$ cat config.mk
export PLATFORM = sky130hd
export DESIGN_NAME = mem_port_arbiter
export DESIGN_NICKNAME = d
export VERILOG_FILES = /design/src/rtl/mem_port_arbiter.sv
export SDC_FILE = /design/constraint.sdc
export NUM_CORES = 1
export LEC_CHECK = 0
export CORE_ASPECT_RATIO = 1.25
export CORE_MARGIN = 10
export CORE_UTILIZATION = 32
export CTS_CLUSTER_DIAMETER = 50
export DETAILED_ROUTE_END_ITERATION = 10
export GPL_TIMING_DRIVEN = 1
export PLACE_DENSITY = 0.76
export SETUP_SLACK_MARGIN = 0.15
export SLEW_MARGIN = 20
export SYNTH_ARGS = -nofsm -noshare
export SYNTH_HDL_FRONTEND = slang
export SYNTH_SLANG_ARGS = --single-unit
$ cat constraint.sdc
create_clock -name clk -period 1.45 [get_ports clk]
set_clock_uncertainty 0.05 [all_clocks]
set_input_delay 0.145 -clock clk [delete_from_list [all_inputs] [get_ports clk]]
set_output_delay 0.145 -clock clk [all_outputs]
set_load 0.03 [all_outputs]
$ cat src/rtl/mem_port_arbiter.sv
// mem_port_arbiter: shares one memory port between IFU and LSU.
// Data-first arbitration with a fetch starvation guard and a busy watchdog.
module mem_port_arbiter #(
  parameter int unsigned MAX_D_STREAK = 4,
  parameter int unsigned TIMEOUT      = 256
) (
  input  logic        clk,
  input  logic        rst,
  input  logic        i_req,
  input  logic [31:0] i_addr,
  output logic [31:0] i_rdata,
  output logic        i_ready,
  output logic        i_error,
  input  logic        d_req,
  input  logic        d_we,
  input  logic [31:0] d_addr,
  input  logic [31:0] d_wdata,
  input  logic [3:0]  d_wstrb,
  output logic [31:0] d_rdata,
  output logic        d_ready,
  output logic        d_error,
  output logic        m_req,
  output logic        m_we,
  output logic [31:0] m_addr,
  output logic [31:0] m_wdata,
  output logic [3:0]  m_wstrb,
  input  logic [31:0] m_rdata,
  input  logic        m_ready,
  input  logic        m_error,
  output logic [1:0]  owner
);

  typedef enum logic [1:0] {
    IDLE   = 2'b00,
    BUSY_I = 2'b01,
    BUSY_D = 2'b10
  } state_t;

  state_t      state, state_nx;
  logic [3:0]  streak, streak_nx;
  logic [15:0] wd;
  logic        busy, tmo, done;
  logic        grant_i, grant_d;

  always_comb begin
    busy    = state != IDLE;
    tmo     = (TIMEOUT != 0) && busy && !m_ready
              && (wd == 16'(TIMEOUT));
    done    = busy && (m_ready || tmo);
    grant_d = !busy && d_req
              && (!i_req || streak < 4'(MAX_D_STREAK));
    grant_i = !busy && i_req && !grant_d;
  end

  always_comb begin
    state_nx  = state;
    streak_nx = streak;
    unique case (1'b1)
      grant_d: begin
        state_nx  = BUSY_D;
        streak_nx = i_req ? streak + 4'd1 : 4'd0;
      end
      grant_i: begin
        state_nx  = BUSY_I;
        streak_nx = '0;
      end
      done:    state_nx = IDLE;
      default: ;
    endcase
  end

  always_ff @(posedge clk) begin
    if (rst) begin
      state  <= IDLE;
      streak <= '0;
      wd     <= '0;
    end else begin
      state  <= state_nx;
      streak <= streak_nx;
      wd     <= (busy && !done) ? wd + 16'd1 : 16'd0;
    end
  end

  // request bundle is captured once at grant and frozen while busy
  always_ff @(posedge clk) begin
    if (rst || done) begin
      m_req   <= 1'b0;
      m_we    <= 1'b0;
      m_addr  <= '0;
      m_wdata <= '0;
      m_wstrb <= '0;
    end else if (grant_d) begin
      m_req   <= 1'b1;
      m_we    <= d_we;
      m_addr  <= d_addr;
      m_wdata <= d_we ? d_wdata : 32'd0;
      m_wstrb <= d_wstrb;
    end else if (grant_i) begin
      m_req   <= 1'b1;
      m_we    <= 1'b0;
      m_addr  <= i_addr;
      m_wdata <= '0;
      m_wstrb <= '0;
    end
  end

  always_comb begin
    owner   = state;
    i_ready = done && (state == BUSY_I);
    d_ready = done && (state == BUSY_D);
    i_error = i_ready && (m_error || !m_ready);
    d_error = d_ready && (m_error || !m_ready);
    i_rdata = (state == BUSY_I && m_ready) ? m_rdata : 32'd0;
    d_rdata = (state == BUSY_D && m_ready) ? m_rdata : 32'd0;
  end

`ifndef SYNTHESIS
  always @(posedge clk) begin
    if (!rst && !busy && m_ready)
      $warning("mem_port_arbiter: spurious m_ready in IDLE");
  end
`endif

endmodule

### After elaboration in Yosys (flattened, before gate mapping)

Index checks and enable logic that the tools add are counted.

| word-level totals | value |
|---|---|
| bits of input ports | 139 |
| word-level logic and storage cells | 58 |
| bits in registers | 92 |
| output and inout bits | 140 |

| cells by class | value |
|---|---|
| add/sub/neg operators | 2 |
| multiplexer cells | 16 |
| reduce and logical (&&, ||, !) cells | 27 |
| bitwise operators | 1 |
| equal/unequal tests | 3 |
| $lt $le $gt $ge | 1 |

Operators by type and width:

| kind | number |
|---|---|
| two-way mux 32 bit | 7 |
| adder 16 x 1 -> 16 bit (second input constant) | 1 |
| == test 16 x 9 -> 1 bit (second input constant) | 1 |
| logical AND 1 bit | 14 |
| two-way mux 4 bit | 3 |
| one-hot mux 4 bit (2 select lines) | 1 |
| one-hot mux 2 bit (3 select lines) | 1 |
| logical NOT 1 bit | 5 |
| adder 4 x 1 -> 4 bit (second input constant) | 1 |
| logical OR 1 bit | 4 |
| less-than comparator 4 x 3 -> 1 bit (second input constant) | 1 |
| two-way mux 1 bit | 4 |
| nonzero test 2 bit | 2 |
| nonzero test 3 bit | 1 |
| == test 2 x 1 -> 1 bit (second input constant) | 1 |
| == test 2 bit (second input constant) | 1 |
| OR reduction 2 bit | 1 |
| NOT 1 bit | 1 |

### Longest topological paths before layout

Gate-level depths: netlist of run 1.

| depth | value |
|---|---|
| depth after elaboration | 9 |
| gate-level depth with buffers | 7 |
| depth with buffers taken out | 6 |

### Worst setup path before layout of run 1

Ideal clock, no wire load.

| timing path | value |
|---|---|
| path type | flip-flop to output port |
| start | register state[1], in the netlist owner[1] |
| end | output d_error |
| data required time | 1255 ps |
| stages on the path, launching flop included | 5 |
| slack | -622 ps |
| arrival | 1877 ps |
| buffers on the path | 0 |
| path through | dfxtp_1 or2_2 nand4_1 o21a_1 nor3_1 |

| between the ends | value |
|---|---|
| longest elaborated chain between the ends | 7 |
| elaborated cells between the ends (all ways) | 8 |
| those cells by class | 1 x eq/ne; 7 x reduce/logical |

Ends and longest elaborated chain:

| element | RTL line | text |
|---|---|---|
| start, declared | 39 | `state_t state, state_nx;` |
| start signal, assigned | 78 | `state <= state_nx;` |
| nonzero test 2 bit | 46 | `busy = state != IDLE;` |
| logical AND 1 bit | 47 | `tmo = (TIMEOUT != 0) && busy && !m_ready` |
| logical AND 1 bit | 48 | `&& (wd == 16'(TIMEOUT));` |
| logical OR 1 bit | 49 | `done = busy && (m_ready \|\| tmo);` |
| logical AND 1 bit | 49 |  |
| logical AND 1 bit (*) | 110 | `d_ready = done && (state == BUSY_D);` |
| logical AND 1 bit (*) | 112 | `d_error = d_ready && (m_error \|\| !m_ready);` |
| end, declared | 21 | `output logic d_error,` |

Mark *: on every way between the ends. The rest lies on a longest branch, timed or not.

### Worst setup path after layout of run 1

| timing path | value |
|---|---|
| start | register wd[1] |
| end | output d_error |

| between the ends | value |
|---|---|
| longest elaborated chain between the ends | 6 |

Ends and longest elaborated chain:

| element | RTL line | text |
|---|---|---|
| start, declared | 41 | `logic [15:0] wd;` |
| start signal, assigned | 80 | `wd <= (busy && !done) ? wd + 16'd1 : 16'd0;` |
| == test 16 x 9 -> 1 bit | 48 |  |
| logical AND 1 bit | 48 |  |
| logical OR 1 bit | 49 |  |
| logical AND 1 bit | 49 |  |
| logical AND 1 bit | 110 |  |
| logical AND 1 bit | 112 |  |

No other way between the ends.

==> results of run 1 <==
path summary, 6_finish.rpt:
kind,startpoint,to,slack (ps),cells after the start
setup / recovery,wd[1],d_error,-550,7
hold reg to reg,m_addr[20],m_addr[20],410,2
setup reg to reg,wd[1],m_addr[10],-450,11
hold / removal,d_addr[24],m_addr[24],330,3
cell usage in the layout (no fill, tap or decap), types with 4 or more instances in the layout:
cell type | Yosys | layout
clkdlybuf4s15_1 | 0 | 43
dlygate4sd2_1 | 0 | 6
clkdlybuf4s50_1 | 0 | 138
a31oi_4 | 0 | 17
buf_6 | 3 | 84
nor2_4 | 0 | 22
nor2_1 | 67 | 12
and4_1 | 5 | 5
xor2_1 | 13 | 13
clkbuf_2 | 0 | 18
nand4_1 | 7 | 7
nor2_2 | 1 | 34
nand3_1 | 37 | 37
a22oi_1 | 38 | 36
and2_4 | 0 | 64
dfxtp_1 | 92 | 86
buf_16 | 0 | 17
buf_12 | 0 | 25
clkbuf_16 | 0 | 11
buf_4 | 6 | 39
dfxtp_2 | 0 | 4
nand2_1 | 67 | 67
a31oi_1 | 32 | 15
through the flow:
stage | power [mW] | util
after CTS | 7.696 | 0.7180
after global placement | 4.893 | 0.5937
after floorplan | 3.851 | -
after global routing | 8.289 | 0.7532
final | 8.000 | 0.7532
after detailed placement | 4.936 | 0.5937
flip-flops by register name, summed over array words and instances, names as in the netlist:
| name | count |
|---|---|
| streak | 4 |
| wd | 16 |
| m_we | 1 |
| m_wdata | 32 |
| m_wstrb | 4 |
| m_req | 1 |
| m_addr | 32 |
| owner | 2 |
kinds of logic after synthesis:
kind of cell / after synthesis / synth area share
mux: 1 / 0.002439
buf+inv: 43 / 0.05305
xor+xnor: 14 / 0.02988
compound gates: 79 / 0.1323
fa+ha+maj: 3 / 0.009147
flops: 92 / 0.4488
simple gates: 269 / 0.3244
layout make-up:
class,count,area (um2)
Tap cell,168,210.2
Fill cell,774,3110
Clock buffer,11,232.7
Timing Repair Buffer,378,4270
Clock inverter,5,60.06
Multi-Input combinational cell,366,2851
Inverter,4,15.01
Sequential cell,92,1854
timing repair:
item,in CTS,in global routing
endpoints found under the hold margin,0,0
setup buffers,32,3
pin swaps,84,20
cloned,17,3
resized for setup,300,135
setup endpoints to repair,232,214
worst max-delay path, stage by stage, from the launching register on:
cell and delay, ps:
dfxtp_2 320, inv_2 60, ha_4 120, nor4bb_4 180, nand4_1 170, o21a_4 260
nor3_4 200, buf_12 150
layer usage:
metal / wire length, um / GRT usage / vias to the layer above
li1: - / - / 2439
met1: 7813 / 0.2306 / 2548
met4: 857 / 0.1075 / 0
met3: 1298 / 0.06057 / 54
met5: 0 / 0 / -
met2: 12430 / 0.4333 / 218
power groups by stage:
stage	Combinational [mW]	Sequential [mW]	Clock (mW)
2_1_floorplan	0.736	3.11	0
3_3_place_gp	2.08	2.81	0
3_5_place_dp	2.11	2.82	0
4_1_cts	2.56	2.76	2.38
5_1_grt	2.99	2.78	2.52
6_report	2.87	2.77	2.36
==> impl_metrics.json, run 1 <==
{
  "grt_use_total": 0.2324,
  "setup_ws_ps": -546.1,
  "start_kind": "register",
  "cp_max_fo": 4,
  "grt_pass1_vias": 5646,
  "root_buffer": "clkbuf_16",
  "path_clk_slew_ps": 70,
  "avgViaCountPerCell": 5.136,
  "fin_setup_tns_ps": -60980,
  "setup_viol": 157,
  "portBuffers": 278,
  "ys_ff_latch": 92,
  "leakage_nw": 3.783,
  "drtPass1Iterations": 5,
  "drive_gt1_frac": 0.4311,
  "holdCritPathClass": "in -> reg",
  "slew_headroom": 0.7593,
  "switching_share": 0.3187,
  "synth.area.top_cells": "dfxtp_1 45%, and2_1 10%, a22oi_1 7.0%",
  "rsz0062_at_grt": "true",
  "rows": 46,
  "synth_edf_count": 0,
  "hold_viol_final": 0,
  "preCtsSetupSlack_ps": -445.2,
  "area.growth.synth_to_final_pct": 131.3,
  "cts_made_buffers": 9,
  "drt_iter0_markers": 361,
  "via_count": 5259,
  "synth-async-reset-ratio": 0,
  "initial_core_util": 0.3256,
  "place_inst": 953,
  "timing.hold.ws_ps": 325.3,
  "arrival_ps": 1800,
  "clk_latency_ps": 330,
  "vdd_drop_max_v": 0.0006146,
  "ios": 279,
  "post_drt_wl_per_cell_um": 21.87,
  "die_area_um2": 17780,
  "grt_pass1_wl_um": 32680,
  "yosysMostFrequentCell": "dfxtp_1",
  "htree_levels": 3,
  "synth_nets": 643,
  "required_ps": 1250,
  "synthCells": 501,
  "stdcell_count": 1024,
  "outcome": "finished, violations left",
  "grt-ovfl-total": 0,
  "synthFlopType": "dfxtp_1",
  "drc_errors": 0,
  "tightestPinTransition_ps": 358.3,
  "ant_nets": 0,
  "grt_max_degree": 51,
  "synth.top_cells.by_count": "92 x dfxtp_1, 67 x nand2_1, 67 x nor2_1, 66 x and2_1, 38 x a22oi_1",
  "antenna_found_initial": 0,
  "path_class": "reg -> out",
  "fp.dieW_um": 121.3,
  "avgSynthCellArea_um2": 8.191,
  "period_minus_slack_ps": 1996,
  "routed_wl_um": 22400,
  "synth_warnings": 0,
  "violations": "setup timing",
  "nNetsFinal": 993,
  "fmax_mhz": 501.0,
  "fin_crit_sh": 1.377,
  "max_cap_viol_count": 0,
  "synth_top_area_frac": 0.4488,
  "p_int_mw": 5.451,
  "place_area_um2": 7483,
  "finalMaxSlewViolations": 0,
  "synth_cell_types": 37,
  "clkSinkCount": 92,
  "synth_top_area_cell": "dfxtp_1",
  "worst_setup_path_end_kind": "primary output",
  "cts_tree": "built",
  "power.share.clock": 0.295,
  "power.density_nw_per_um2": 842.7,
  "yosysSeqAreaShare": 0.4488,
  "switching_power_mw": 2.549,
  "seq_power_share": 0.347,
  "die_h_um": 146.6,
  "final_cell_area_um2": 9494,
  "ctsHoldBuffers": 0,
  "place.gp.congestion": 0.8199,
  "clk_path_buf_depth": 2,
  "synth_area_um2": 4104,
  "coreArea_um2": 12600,
  "combPwrFrac": 0.359,
  "dp_hpwl_um": 13910,
  "antennaDiodeCount": 0
}
Note: power is estimated with default switching activity, not from simulation.
==> run 2: changes to the inputs <==
- ABC_AREA: default -> 0
==> results of run 2 <==
Final layout, timing and power as in run 1 (identical DEF).
